File: config.mk
export PLATFORM = sky130hd
export DESIGN_NAME = bit_serial_adder
export DESIGN_NICKNAME = d
export VERILOG_FILES = /design/src/rtl/bit_serial_adder_pkg.sv /design/src/rtl/Full_Adder.sv /design/src/rtl/bit_serial_adder.sv
export SDC_FILE = /design/constraint.sdc
export NUM_CORES = 1
export LEC_CHECK = 0
export ABC_CLOCK_PERIOD_IN_PS = 1450
export BUFFER_PORTS_ARGS = -buffer_cell sky130_fd_sc_hd__buf_4
export CAP_MARGIN = 20
export CORE_MARGIN = 2
export CORE_UTILIZATION = 40
export CTS_CLUSTER_DIAMETER = 50
export DETAILED_ROUTE_END_ITERATION = 12
export PLACE_DENSITY = 0.7
export SLEW_MARGIN = 20
export SYNTH_ARGS = -nofsm -noshare
export SYNTH_HDL_FRONTEND = slang
export SYNTH_SLANG_ARGS = --single-unit
File: constraint.sdc
create_clock -name clk -period 1.45 [get_ports clk]
set_input_delay 0.0725 -clock clk [delete_from_list [all_inputs] [get_ports clk]]
set_output_delay 0.0725 -clock clk [all_outputs]
set_load 0.01 [all_outputs]
File: src/rtl/bit_serial_adder_pkg.sv
// Purpose: shared FSM encodings and sizing helper for bit_serial_adder.
// Latency: n/a (declarations only).
// Backpressure: n/a.
//
// Contents:
//   ST_IDLE / ST_RUN / ST_DONE - controller state encodings
//   state_t                    - state register type
//   cnt_width()                - bit-counter width for a given operand width
package bit_serial_adder_pkg;

  typedef logic [1:0] state_t;

  localparam logic [1:0] ST_IDLE = 2'd0;
  localparam logic [1:0] ST_RUN  = 2'd1;
  localparam logic [1:0] ST_DONE = 2'd2;

  // Counter only needs to reach WIDTH-1, so $clog2(WIDTH) bits suffice.
  function automatic int cnt_width(input int width);
    return $clog2(width);
  endfunction

endpackage

File: src/rtl/Full_Adder.sv
// Purpose: single-bit full adder, the only arithmetic element of the serial adder.
// Latency: combinational.
// Backpressure: none.
//
// Ports:
//   a, b, cin - addend bits and carry in
//   sum, cout - sum bit and carry out
module Full_Adder (
  input  logic a,
  input  logic b,
  input  logic cin,
  output logic sum,
  output logic cout
);

  assign sum  = a ^ b ^ cin;
  assign cout = (a & b) | (a & cin) | (b & cin);

endmodule

File: src/rtl/bit_serial_adder.sv
// Purpose: adds two WIDTH-bit operands one bit per clock, LSB first, through one shared Full_Adder.
// Latency: WIDTH cycles from the start-accept edge to done; one operation per WIDTH+1 cycles.
// Backpressure: start is only honoured in IDLE or on the DONE exit edge; otherwise it is dropped, never queued.
//
// Ports:
//   clk, rst          - rising-edge clock, asynchronous active-high reset
//   start, a, b, cin  - request and operands, captured when the request is accepted
//   sub               - subtract select (only with BIT_SERIAL_ADDER_SUB_EN defined)
//   busy              - high while an operation is in RUN or DONE
//   done              - one-cycle pulse when sum/cout carry a fresh result
//   sum, cout         - result of the last completed operation, held until the next one completes
//
// Build option: define BIT_SERIAL_ADDER_SUB_EN to add the sub port (a - b, cout=1 means no borrow).
module bit_serial_adder
  import bit_serial_adder_pkg::*;
#(
  parameter int WIDTH = 8
) (
  input  logic             clk,
  input  logic             rst,
  input  logic             start,
  input  logic [WIDTH-1:0] a,
  input  logic [WIDTH-1:0] b,
  input  logic             cin,
`ifdef BIT_SERIAL_ADDER_SUB_EN
  input  logic             sub,
`endif
  output logic             busy,
  output logic             done,
  output logic [WIDTH-1:0] sum,
  output logic             cout
);

  localparam int            CW       = cnt_width(WIDTH);
  localparam logic [CW-1:0] CNT_LAST = CW'(WIDTH - 1);

  state_t           state_q, state_d;
  logic [WIDTH-1:0] a_sr_q, a_sr_d;
  logic [WIDTH-1:0] b_sr_q, b_sr_d;
  logic [WIDTH-2:0] sum_sr_q, sum_sr_d;
  logic [WIDTH-1:0] sum_q, sum_d;
  logic [CW-1:0]    cnt_q, cnt_d;
  logic             carry_q, carry_d;
  logic             cout_q, cout_d;
  logic             busy_q, busy_d;
  logic             done_q, done_d;

  logic             fa_sum;
  logic             fa_cout;
  logic [WIDTH-1:0] sum_next;
  logic [WIDTH-1:0] b_load;
  logic             carry_load;

  // Subtraction is a + ~b + 1, so it reuses the same adder path with
  // B inverted at capture time and the carry preset to 1.
`ifdef BIT_SERIAL_ADDER_SUB_EN
  assign b_load     = sub ? ~b : b;
  assign carry_load = sub ? 1'b1 : cin;
`else
  assign b_load     = b;
  assign carry_load = cin;
`endif

  Full_Adder u_fa (
    .a    (a_sr_q[0]),
    .b    (b_sr_q[0]),
    .cin  (carry_q),
    .sum  (fa_sum),
    .cout (fa_cout)
  );

  // Partial result with this cycle's bit shifted in at the MSB. After the
  // WIDTH-th bit it is the complete, correctly aligned sum.
  assign sum_next = {fa_sum, sum_sr_q};

  always_comb begin
    state_d  = state_q;
    a_sr_d   = a_sr_q;
    b_sr_d   = b_sr_q;
    sum_sr_d = sum_sr_q;
    sum_d    = sum_q;
    cnt_d    = cnt_q;
    carry_d  = carry_q;
    cout_d   = cout_q;

    case (state_q)
      ST_IDLE: begin
        if (start) begin
          a_sr_d  = a;
          b_sr_d  = b_load;
          carry_d = carry_load;
          cnt_d   = '0;
          state_d = ST_RUN;
        end
      end

      ST_RUN: begin
        a_sr_d   = {1'b0, a_sr_q[WIDTH-1:1]};
        b_sr_d   = {1'b0, b_sr_q[WIDTH-1:1]};
        sum_sr_d = sum_next[WIDTH-1:1];
        carry_d  = fa_cout;
        cnt_d    = cnt_q + CW'(1);
        if (cnt_q == CNT_LAST) begin
          sum_d   = sum_next;
          cout_d  = fa_cout;
          state_d = ST_DONE;
        end
      end

      ST_DONE: begin
        // The DONE exit edge doubles as an acceptance edge so back-to-back
        // requests run every WIDTH+1 cycles. The result is already committed
        // to sum_q/cout_q, so new operands cannot disturb it.
        if (start) begin
          a_sr_d  = a;
          b_sr_d  = b_load;
          carry_d = carry_load;
          cnt_d   = '0;
          state_d = ST_RUN;
        end else begin
          state_d = ST_IDLE;
        end
      end

      default: begin
        state_d = ST_IDLE;
      end
    endcase

    // Status flags are registered from the next state so they line up with
    // the state register rather than lagging it by a cycle.
    busy_d = (state_d != ST_IDLE);
    done_d = (state_d == ST_DONE);
  end

  always_ff @(posedge clk or posedge rst) begin
    if (rst) begin
      state_q  <= ST_IDLE;
      a_sr_q   <= '0;
      b_sr_q   <= '0;
      sum_sr_q <= '0;
      sum_q    <= '0;
      cnt_q    <= '0;
      carry_q  <= 1'b0;
      cout_q   <= 1'b0;
      busy_q   <= 1'b0;
      done_q   <= 1'b0;
    end else begin
      state_q  <= state_d;
      a_sr_q   <= a_sr_d;
      b_sr_q   <= b_sr_d;
      sum_sr_q <= sum_sr_d;
      sum_q    <= sum_d;
      cnt_q    <= cnt_d;
      carry_q  <= carry_d;
      cout_q   <= cout_d;
      busy_q   <= busy_d;
      done_q   <= done_d;
    end
  end

  assign busy = busy_q;
  assign done = done_q;
  assign sum  = sum_q;
  assign cout = cout_q;

endmodule
After elaboration in Yosys (flattened, before gate mapping)
Index checks and enable logic that the tools add are counted.
{ "totals": {"inputBits": 20, "output_inout_bits": 11, "word_cells": 41, "reg_bits": 40} }
{ "classes": {"bitwise": 7, "reduce_logical": 6, "addsub": 1, "muxes": 12, "n_eq_ne": 5} }
{ "ops": {"columns": ["cell", "count"], "rows": [
  ["8-bit case mux with 2 select lines", 2],
  ["8-bit two-way mux", 2],
  ["2-bit case mux with 3 select lines", 1],
  ["3-bit case mux with 2 select lines", 1],
  ["2-bit equality test, second input constant", 2],
  ["2-bit two-way mux", 2],
  ["2-bit AND reduction", 2],
  ["2-bit nonzero test", 2],
  ["3-bit by 1-bit adder with 3-bit output, second input constant", 1],
  ["1-bit bitwise AND", 3],
  ["3-bit equality test, second input constant", 1],
  ["3-bit two-way mux", 1],
  ["2-bit by 1-bit equality test with 1-bit output, second input constant", 1],
  ["2-bit logical NOT", 1],
  ["1-bit two-way mux", 2],
  ["2-bit by 1-bit inequality test with 1-bit output, second input constant", 1],
  ["1-bit OR", 2],
  ["1-bit case mux with 2 select lines", 1],
  ["2-bit OR reduction", 1],
  ["1-bit XOR", 2]
]} }

Longest topological paths before layout
{ "logic_depth": {"depth_word": 4, "depth_mapped": 5, "ltp_nobuf": 4} }

Cells and area by module
Synthesis repeated with hierarchy kept, for this count alone.
{ "unflattened": {"cells_unflattened": 151, "area_unflattened_um2": 1734.2} }
{ "modules_own_cells": {"columns": ["module", "cells_each", "area_per_inst_um2", "seq_area_each_um2", "n_inst"], "rows": [
  ["bit_serial_adder", 150, 1714.1, 1001.0, 1],
  ["Full_Adder", 1, 20.0, 0.0, 1]
]} }

Worst setup path before layout
Ideal clock, no wire load.
{ "synth_path": {"path_kind": "reg-to-reg", "from": "register cnt_q[0]", "to": "register cout_q, in the netlist cout", "setup_slack_ns": 0.059, "stages_incl_launch_ff": 6, "required_ns": 1.325, "n_path_buf": 1, "arrival_time_ns": 1.267, "period_less_slack_ns": 1.391, "setup_time_ns": 0.125, "path_cell_list": "dfrtp_1 ha_1 ha_1 and2_1 buf_6 mux2_2"} }
{ "synth_between": {"elab_chain_len": 2} }
{ "synth_lines": {"columns": ["item", "line", "source"], "rows": [
  ["from (decl)", "bit_serial_adder.sv:42", "logic [CW-1:0] cnt_q, cnt_d;"],
  ["from (signal assigned)", "bit_serial_adder.sv:154", "cnt_q <= cnt_d;"],
  ["3-bit equality test", "bit_serial_adder.sv:103", "if (cnt_q == CNT_LAST) begin"],
  ["2-bit AND reduction (no source line)", null, null],
  ["to (signal assigned)", "bit_serial_adder.sv:156", "cout_q <= cout_d;"],
  ["to (decl)", "bit_serial_adder.sv:44", "logic cout_q, cout_d;"]
]} }
Every way passes these cells.
A chain may end at the register's enable or synchronous reset.

Final worst setup path
{ "layout_path": {"from": "register cnt_q[0]", "to": "register sum_q[2], in the netlist sum[2]"} }
{ "layout_between": {"elab_chain_len": 2} }
{ "layout_lines": {"columns": ["item", "line", "source"], "rows": [
  ["3-bit equality test", "bit_serial_adder.sv:103", null],
  ["2-bit AND reduction (no source line)", null, null],
  ["to (signal assigned)", "bit_serial_adder.sv:153", "sum_q <= sum_d;"],
  ["to (decl)", "bit_serial_adder.sv:41", "logic [WIDTH-1:0] sum_q, sum_d;"]
]} }
Every way passes these cells.

==> impl_metrics.env <==
export IMPL_status="finished, final reports clean"
export IMPL_synth_enable_flop_cells=0
export IMPL_cts_buffers_inserted=5
export IMPL_synth_area_leaders="dfrtp_1 59%, mux2_2 6.7%, nand2_1 4.7%, o22ai_1 4.5%, nor3_1 3.6%"
export IMPL_rr_endpoint="sum[2]"
export IMPL_nets=211
export IMPL_htreeDepth=2
export IMPL_synth_seq_cells=40
export IMPL_p_total_uw=4710
export IMPL_period_share_pct=94.3
export IMPL_startpoint_type="flip-flop"
export IMPL_ys_seq_area_share_pct=59.4
export IMPL_via_per_inst=5.06
export IMPL_finalSetupViolations=0
export IMPL_startpoint="cnt_q[0]"
export IMPL_pwr_share_clk_pct=20.7
export IMPL_cts_setup_buffers=0
export IMPL_synth_avg_cell_area_sq_um=11.2
export IMPL_globalplace_congestion=0.747
export IMPL_ys_dominant_reg_cell="dfrtp_1"
export IMPL_required_ns=1.63
export IMPL_clkSlewWorstSetupHoldPaths_ns=0.07
export IMPL_yosysWarnings=0
export IMPL_ir_drop_mv=0.972
export IMPL_fin_skew_ns=0.00884
export IMPL_p_comb_share_pct=38.1
export IMPL_cts_sinks=40
export IMPL_p_sw_uw=1570
export IMPL_dpl_cell_area_sq_um=1970
export IMPL_slew_violations=0
export IMPL_netlist_area_sq_um=1690
export IMPL_ys_types=23
export IMPL_fmax_mhz=731
export IMPL_io_buffer_count=30
export IMPL_endpoint="sum[2]"
export IMPL_multi_input_comb_area_sq_um=631
export IMPL_drcViolationCount=0
export IMPL_fp_row_count=23
export IMPL_arrival_ns=1.54
export IMPL_rsz0062_at_grt="no"
export IMPL_cts_tree="done"
export IMPL_antenna_found_initial=0
export IMPL_fin_tns_setup_ns=0
export IMPL_io_pins=31
export IMPL_fin_area_sq_um=2120
export IMPL_reg2reg_slack_ns=0.08
export IMPL_drive_gt1_share_pct=31.7
export IMPL_internal_power_uw=3140
export IMPL_final_seq_area_sq_um=1000
export IMPL_drv_cap=0
export IMPL_syn_num_nets=174
export IMPL_hold_path_class="in2reg"
export IMPL_hpwl_mm=2.22
export IMPL_ys_async_sr_fraction_pct=100
export IMPL_period_minus_slack_ns=1.37
export IMPL_chipWidth_um=68.9
export IMPL_clockBufferDepth=2
export IMPL_root_buffer="clkbuf_8"
export IMPL_yosysMostFrequentCell="dfrtp_1"
export IMPL_wirelength_mm=3.25
export IMPL_rr_startpoint="cnt_q[0]"
export IMPL_n_fill_cell=375
export IMPL_synth_top_area_share_pct=59.4
export IMPL_diodes=0
export IMPL_gr_usage_all_layers_pct=16.3
export IMPL_die_area_sq_um=4750
export IMPL_dr_total_vias=1210
export IMPL_final_hold_violation_count=0
export IMPL_initial_core_util_pct=41.8
export IMPL_yosysTopAreaCell="dfrtp_1"
export IMPL_worstMarginPinSlew_ns=0.546
export IMPL_relSlewSlack_pct=63.6
export IMPL_antenna_left=0
export IMPL_grt_pass1_vias=1167
export IMPL_yosys_top_cells_count="40 x dfrtp_1, 21 x nand2_1, 14 x nor2_1"
export IMPL_die_h_um=68.9
export IMPL_switching_share_pct=33.4
export IMPL_clkLatencyLatePin_ns=0.29
export IMPL_crit_type="reg2reg"
export IMPL_grt_pass1_wl_mm=5.54
export IMPL_dr_pass1_iters=4
export IMPL_grt_max_degree=41
export IMPL_drt_iter0_drc=68
export IMPL_power_density_nw_per_um2=2220
export IMPL_cp_max_fo=5
export IMPL_wl_per_cell_um=13.6
export IMPL_seq_power_share_pct=41.2
export IMPL_area_growth_pct=26.0
export IMPL_p_leak_uw=0.000998
export IMPL_core_sq_um=4030
export IMPL_synthCells=151
export IMPL_r2r_cells=4
export IMPL_endpoint_kind="flip-flop"
export IMPL_overflow=0
-- metrics by stage --
step	hold slack, ns	setup WS (ns)	instances	utilization [%]
2_1_floorplan	0.212	0.0585	151	-
3_3_place_gp	0.211	-0.0769	229	49.0
3_5_place_dp	0.229	-0.143	229	49.0
4_1_cts	0.00503	0.0455	238	52.4
5_1_grt	0.0194	0.00447	239	52.7
6_report	0.00838	0.0827	239	52.7
-- critical path, stage by stage (launching register included) --
cell	delay [ns]
dfrtp_1	0.37
ha_1	0.16
ha_2	0.20
and2_4	0.19
mux2_2	0.33
-- worst min path at each step --
stage,slack [ns],to,start,cells after the start
after CTS,0.005,b_sr_q[7],b[7],2
after floorplan,0.21,b_sr_q[7],b[7],1
after global placement,0.21,sum_sr_q[5],rst,3
after global routing,0.02,b_sr_q[7],b[7],2
after detailed placement,0.23,sum_sr_q[6],rst,3
final,0.008,b_sr_q[7],b[7],2
-- logic make-up after synthesis --
| kind of cell | share of synthesized area (%) |
|---|---|
| compound gates | 9.13 |
| fa+ha+maj | 2.67 |
| buf+inv | 4.01 |
| flops | 59.4 |
| mux | 9.06 |
| simple gates | 15.7 |
-- cell usage in the layout, fill, tap and decap left out, types with 3 or more instances in the layout --
master    instances
nand2_1          21
mux2_2           10
o22ai_1          12
a211oi_1          3
dfrtp_1          40
clkbuf_8          7
o21ai_0           3
buf_4            38
mux2i_1           4
a21oi_1           3
nor3_1           12
nor2b_1           4
a22o_1            3
nor2_1           14
-- layout make-up --
class | count | area share, %
well taps | 50 | 2.95
repair buffers | 39 | 13.9
flip-flops and latches | 40 | 47.1
clock inverters | 1 | 1.41
inverters | 2 | 0.354
multi-input cells | 100 | 29.7
clock buffers | 7 | 4.54
-- power by group through the flow --
| stage | Sequential, uW | Combinational [uW] | Clock, uW |
|---|---|---|---|
| 5_1_grt | 2010 | 2040 | 1060 |
| 6_report | 1940 | 1790 | 977 |
| 3_5_place_dp | 1960 | 1780 | 0 |
| 3_3_place_gp | 1920 | 1700 | 0 |
| 2_1_floorplan | 1940 | 1190 | 0 |
| 4_1_cts | 1940 | 1800 | 1000 |
-- flip-flops by register name (all words and copies together) (netlist names) --
register / flops
done: 1
cout: 1
busy: 1
cnt_q: 3
sum: 8
sum_sr_q: 7
a_sr_q: 8
state_q: 2
carry_q: 1
b_sr_q: 8
-- routing by layer --
layer	global-route usage (%)	wire length (um)	up-vias
met4	5.15	40	0
met5	0	0	-
li1	-	-	600
met3	5.36	177	5
met1	20.6	1520	573
met2	26.6	1510	32
-- timing repair --
| action | CTS | global route |
|---|---|---|
| pin swaps | 0 | 1 |
| hold buffers | 1 | 0 |
| endpoints found under the hold margin | 40 | 0 |
| gates resized for setup | 2 | 2 |
| setup endpoints to repair | 9 | 9 |
| cloned | 0 | 1 |
(Power assumes the default switching activity.)
